--- src/rtl/spi_sclk_burst_gen.sv ---
// spi_sclk_burst_gen
// Gated SPI SCLK burst generator with programmable half-period, burst
// length and CPOL/CPHA mode. Emits one-cycle sample/shift strobes that are
// registered on the same clkin edge as the matching sclk toggle.
// Optional feature macro: SPI_SCLK_ABORT_EN adds an abort input and an
// aborted pulse output that cancel a running burst.
module spi_sclk_burst_gen #(
    parameter int DIV_W = 8,
    parameter int NB_W  = 6
) (
    input  logic             clkin,
    input  logic             reset,
    input  logic [DIV_W-1:0] div,
    input  logic [NB_W-1:0]  nbits,
    input  logic             cpol,
    input  logic             cpha,
    input  logic             start,
`ifdef SPI_SCLK_ABORT_EN
    input  logic             abort,
    output logic             aborted,
`endif
    output logic             sclk,
    output logic             sample_stb,
    output logic             shift_stb,
    output logic             busy,
    output logic             done
);

    typedef enum logic [1:0] {
        ST_IDLE  = 2'd0,
        ST_SETUP = 2'd1,
        ST_RUN   = 2'd2,
        ST_HOLD  = 2'd3
    } state_t;

    localparam logic [DIV_W-1:0] CNT_ZERO  = {DIV_W{1'b0}};
    localparam logic [DIV_W-1:0] CNT_ONE   = {{(DIV_W-1){1'b0}}, 1'b1};
    localparam logic [NB_W:0]    EDGE_ZERO = {(NB_W+1){1'b0}};
    localparam logic [NB_W:0]    EDGE_ONE  = {{NB_W{1'b0}}, 1'b1};
    localparam logic [NB_W-1:0]  NB_ZERO   = {NB_W{1'b0}};

    state_t           state_r, state_s;
    logic [DIV_W-1:0] cnt_r, cnt_s;
    logic [NB_W:0]    edge_r, edge_s;
    logic [DIV_W-1:0] div_r, div_s;
    logic [NB_W-1:0]  nbits_r, nbits_s;
    logic             cpol_r, cpol_s;
    logic             cpha_r, cpha_s;
    logic             sclk_r, sclk_s;
    logic             sample_r, sample_s;
    logic             shift_r, shift_s;
    logic             busy_r, busy_s;
    logic             done_r, done_s;
    logic             aborted_r, aborted_s;

    logic             half_end_s;
    logic             lead_s;
    logic             last_s;
    logic [NB_W:0]    edge_inc_s;

    // Half-period expiry, parity of the upcoming SCLK edge and last-edge detect
    assign half_end_s = (cnt_r == div_r);
    assign edge_inc_s = edge_r + EDGE_ONE;
    assign lead_s     = edge_inc_s[0];
    assign last_s     = (edge_inc_s == {nbits_r, 1'b0});

    // Next-state and next-output logic for the burst FSM
    always_comb begin
        state_s   = state_r;
        cnt_s     = cnt_r;
        edge_s    = edge_r;
        div_s     = div_r;
        nbits_s   = nbits_r;
        cpol_s    = cpol_r;
        cpha_s    = cpha_r;
        sclk_s    = sclk_r;
        sample_s  = 1'b0;
        shift_s   = 1'b0;
        busy_s    = busy_r;
        done_s    = 1'b0;
        aborted_s = 1'b0;

        case (state_r)
            ST_IDLE: begin
                // Idle level tracks cpol with one cycle of latency.
                sclk_s = cpol;
                if (start && (nbits != NB_ZERO)) begin
                    state_s = ST_SETUP;
                    cnt_s   = CNT_ZERO;
                    edge_s  = EDGE_ZERO;
                    div_s   = div;
                    nbits_s = nbits;
                    cpol_s  = cpol;
                    cpha_s  = cpha;
                    sclk_s  = cpol;
                    busy_s  = 1'b1;
                end else begin
                    busy_s = 1'b0;
                end
            end
            ST_SETUP, ST_RUN: begin
                // The SETUP half-period ends with edge 1, so both states
                // share the toggle path; RUN counts the remaining edges.
                if (half_end_s) begin
                    cnt_s    = CNT_ZERO;
                    sclk_s   = ~sclk_r;
                    edge_s   = edge_inc_s;
                    sample_s = (lead_s != cpha_r);
                    shift_s  = (lead_s == cpha_r);
                    if (last_s) begin
                        state_s = ST_HOLD;
                    end else begin
                        state_s = ST_RUN;
                    end
                end else begin
                    cnt_s = cnt_r + CNT_ONE;
                end
            end
            ST_HOLD: begin
                if (half_end_s) begin
                    cnt_s   = CNT_ZERO;
                    edge_s  = EDGE_ZERO;
                    state_s = ST_IDLE;
                    busy_s  = 1'b0;
                    done_s  = 1'b1;
                end else begin
                    cnt_s = cnt_r + CNT_ONE;
                end
            end
            default: begin
                state_s = ST_IDLE;
                cnt_s   = CNT_ZERO;
                edge_s  = EDGE_ZERO;
                busy_s  = 1'b0;
            end
        endcase

`ifdef SPI_SCLK_ABORT_EN
        // Abort cancels a running burst without a done pulse.
        if (abort && busy_r) begin
            state_s   = ST_IDLE;
            cnt_s     = CNT_ZERO;
            edge_s    = EDGE_ZERO;
            sclk_s    = cpol_r;
            sample_s  = 1'b0;
            shift_s   = 1'b0;
            busy_s    = 1'b0;
            done_s    = 1'b0;
            aborted_s = 1'b1;
        end else begin
            aborted_s = 1'b0;
        end
`endif
    end

    // State, counters, latched configuration and registered outputs
    always_ff @(posedge clkin) begin
        if (reset) begin
            state_r   <= ST_IDLE;
            cnt_r     <= CNT_ZERO;
            edge_r    <= EDGE_ZERO;
            div_r     <= CNT_ZERO;
            nbits_r   <= NB_ZERO;
            cpol_r    <= 1'b0;
            cpha_r    <= 1'b0;
            sclk_r    <= 1'b0;
            sample_r  <= 1'b0;
            shift_r   <= 1'b0;
            busy_r    <= 1'b0;
            done_r    <= 1'b0;
            aborted_r <= 1'b0;
        end else begin
            state_r   <= state_s;
            cnt_r     <= cnt_s;
            edge_r    <= edge_s;
            div_r     <= div_s;
            nbits_r   <= nbits_s;
            cpol_r    <= cpol_s;
            cpha_r    <= cpha_s;
            sclk_r    <= sclk_s;
            sample_r  <= sample_s;
            shift_r   <= shift_s;
            busy_r    <= busy_s;
            done_r    <= done_s;
            aborted_r <= aborted_s;
        end
    end

    assign sclk       = sclk_r;
    assign sample_stb = sample_r;
    assign shift_stb  = shift_r;
    assign busy       = busy_r;
    assign done       = done_r;
`ifdef SPI_SCLK_ABORT_EN
    assign aborted    = aborted_r;
`endif

endmodule

--- config.mk ---
export PLATFORM = sky130hd
export DESIGN_NAME = spi_sclk_burst_gen
export DESIGN_NICKNAME = d
export VERILOG_FILES = /design/src/rtl/spi_sclk_burst_gen.sv
export SDC_FILE = /design/constraint.sdc
export NUM_CORES = 1
export LEC_CHECK = 0
export ABC_AREA = 1
export CORE_ASPECT_RATIO = 0.75
export CORE_UTILIZATION = 55
export CTS_BUF_LIST = sky130_fd_sc_hd__clkbuf_16
export CTS_CLUSTER_SIZE = 14
export DETAILED_ROUTE_END_ITERATION = 7
export PLACE_DENSITY = 0.87
export SLEW_MARGIN = 20
export SYNTH_ARGS = -nofsm -noshare
export SYNTH_HDL_FRONTEND = slang
export SYNTH_SLANG_ARGS = --single-unit
--- constraint.sdc ---
create_clock -name clkin -period 1.8 [get_ports clkin]
set_input_delay 0.36 -clock clkin [delete_from_list [all_inputs] [get_ports clkin]]
set_output_delay 0.36 -clock clkin [all_outputs]
set_load 0.005 [all_outputs]
==> metrics.md <==
| Metric | Value |
|---|---|
| Status | complete, no violations |
| FF+latch count, synth | 37 |
| Arrival time worst endpoint | about 1800 ps |
| Slowest stage delay, CP | 430 ps |
| Number of global-route vias before repair | approximately 1.9k |
| R2R Path End | state_r[0]$_SDFFE_PP0P_ |
| Synth warn | 0 |
| Post-CTS Resized | 0 |
| Final WS setup | 193 ps |
| Total power | 3.19 mW |
| First-pass GRT wire length | 8.80 mm |
| Worst setup SP type | input pin |
| Boundary Pins | 24 |
| MaxCap Viol Count | 0 |
| Layout area overhead | 23.1% |
| Mapped Area | 2160 µm² |
| Utilization after layout | a little under three quarters |
| Share of layout cells above drive strength 1 | between 10 and 15% |
| WHS | approximately 470 ps |
| Layout fillers | 308 |
| Chip height | 56.3 µm |
| DR vias/cell | 5.26 |
| PwrDens | between 1000 and 1500 nW/µm² |
| Worst-path clk slew | 60 ps |
| Post-CTS Setup Inserts | 0 |
| Worst Reg-to-Reg Cells | 11 |
| Die area | 4190 µm² |
| Max-slew violations | 0 |
| Relative slew margins | 66.5% |
| Crit Path Class | input pin to flop |
| Row Count | 19 |
| 1st-pass router iterations | 4 |
| Syn Nets | ~340 |
| Hold Crit Class | flop to flop |
| CTS root buf | clkbuf_16 |
| Hold path depth | 2 |
| Clock sinks | 37 |
| Clock Skew | 3.82 ps |
| Slowest CP cell | clkdlybuf4s50_1 |
| CP cell instances | clkdlybuf4s50_1 -> nor2_1 -> nand3_1 -> nand2_1 -> nand2_1 -> buf_12 -> nand2_4 -> nand2_1 -> a21oi_1 |
| GP Congestion | 0.884 |
| Leading cell type in the layout, fill and taps excluded | nand2_1 |
| Crit path from | nbits[1] |
| DRC viols | 0 |
| Critical path capture point type | flop |
| Final setup fails | 0 |
| Initial drt markers | around 180 |
| Area of the multi-input gates | 1180 µm² |
| Commonest non-fill, non-tap cells in the layout | 84 x nand2_1, 37 x inv_1, 37 x dfxtp_1 |
| Min cycle time layout | roughly 1600 ps |
| Placed cells | 391 |
| HPWL after DPL | 3.63 mm |
| Vias | 2097 |
| Req. time, crit path | 2010 ps |
| CTS Buf Count | 5 |
| Design area | 2660 µm² |
| Crit Reg-Reg Startpoint | edge_r[1]$_SDFFE_PP0P_ |
| Maximum fanout along the worst path | 16 |
| Final Hold Vio Count | 0 |
| Seq/Total Area, Yosys | between 30% and 40% |
| ANT nets after route | 0 |
| Reg2Reg Setup Slack | 200 ps |
| Chip width | approximately 74 µm |
| Non-Filler Instances | 399 |
| Core Region | 3710 µm² |
| GRT overflow | 0 |
| Register area | between 700 and 800 µm² |
| WL final | 5.01 mm |
| Setup repair after global routing missed its margin | no |
| Slew of the pin with the lowest slew margin | approximately 500 ps |
| Peak supply drop | 628 µV |
| Synth unique cells | 29 |
| Post-Synthesis Cells | 319 |
| Critical path's most frequent cell | nand2_1 |
| Initial Util | 58.3% |
| Clk_lat worst skew | 280 ps |
| Placed cell areas | 2470 µm² |
| Pre-CTS setup slack | -85.8 ps |
| Total GRT Usage | ~28% |
| WL/cell | 12.6 µm |
| Mean Syn Cell Area | 6.77 µm² |
| Htree depth | 2 |
| Post-route clock period utilization | roughly 89% |
| Initial antenna violation count | 0 |
| Largest net degree at the start of global routing | 19 |
| Max Freq | 622 MHz |
| Pleak | 1.17 nW |
| Number of diodes | 0 |
| Number of port buffers | 23 |
| Final net count | between 300 and 400 |
| Worst Setup EP | edge_r[2]$_SDFFE_PP0P_ |
| Hold_buf cts | 0 |
| CTS tree | built |
| Maximum clock insertion buffer count | 2 |
| Sum Neg Setup Slack | 0 ps |
==> worst max-delay path, delay by kind of cell <==
family / cells / cell delay (ps)
and+or+nand+nor: 6 / 660
AOI/OAI and AO/OA: 1 / 140
buffers and inverters: 2 / 640
==> worst min path at each step <==
stage / startpoint / end / slack (ps)
floorplan: div_r[7]$_SDFFE_PP0P_ / div_r[7]$_SDFFE_PP0P_ / 440
global placement: div_r[7]$_SDFFE_PP0P_ / div_r[7]$_SDFFE_PP0P_ / 460
detailed placement: nbits_r[3]$_SDFFE_PP0P_ / nbits_r[3]$_SDFFE_PP0P_ / 460
CTS: nbits_r[3]$_SDFFE_PP0P_ / nbits_r[3]$_SDFFE_PP0P_ / 470
global route: nbits_r[4]$_SDFFE_PP0P_ / nbits_r[4]$_SDFFE_PP0P_ / 480
finish: nbits_r[3]$_SDFFE_PP0P_ / nbits_r[3]$_SDFFE_PP0P_ / 470
==> per-layer routing <==
| metal | global-route usage (%) | wire length, µm | vias to the layer above |
|---|---|---|---|
| met2 | 43.4 | 2270 | 89 |
| li1 | - | - | 1061 |
| met5 | 0 | 0 | - |
| met3 | 6.28 | 444 | 4 |
| met1 | 38.2 | 2270 | 943 |
| met4 | 7.01 | 27 | 0 |
==> power breakdown <==
group | internal, mW | total (mW) | switching (mW)
Sequential | 0.921 | 1.00 | 0.0831
Combinational | 0.436 | 1.06 | 0.620
Clock | 0.791 | 1.13 | 0.341
Total | 2.15 | 3.19 | 1.04
==> area by class of cell <==
type | count | area share (%)
inverter | 42 | 5.93
timing repair buffer | 33 | 12.4
clock inverter | 3 | 2.45
multi-input combinational | 227 | 44.2
clock buffer | 5 | 4.70
sequential | 37 | 27.8
tap | 52 | 2.45
==> sequential cells by signal (all words and copies together), names as in the netlist <==
signal      cells
nbits_r         6
cpha_r          1
done            1
cnt_r           8
shift_stb       1
div_r           8
sclk            1
state_r         2
sample_stb      1
edge_r          7
busy            1
==> cell usage after synthesis (all sizes together) <==
library cell / n / area [µm²]
inv: 42 / 158
xnor2: 5 / 51.3
nand3: 26 / 130
or2: 1 / 6.26
ha: 5 / 62.6
o2111ai: 1 / 8.76
a21boi: 1 / 7.51
clkbuf: 2 / 7.51
nor2: 35 / 170
xor2: 7 / 61.3
nand3b: 2 / 15.0
nand2: 93 / 387
nand4: 11 / 68.8
dfxtp: 37 / 741
a21oi: 28 / 144
o21ai: 12 / 63.8
buf: 11 / 78.8
==> kinds of logic after synthesis <==
logic type,Yosys count,synth area share (%)
AOI/OAI and AO/OA,42,10.4
buffers and inverters,55,11.3
and+or+nand+nor,168,36.0
xor gates and xnor gates,12,5.21
adders and majority gates,5,2.90
DFF,37,34.3
(Power assumes the default switching activity.)
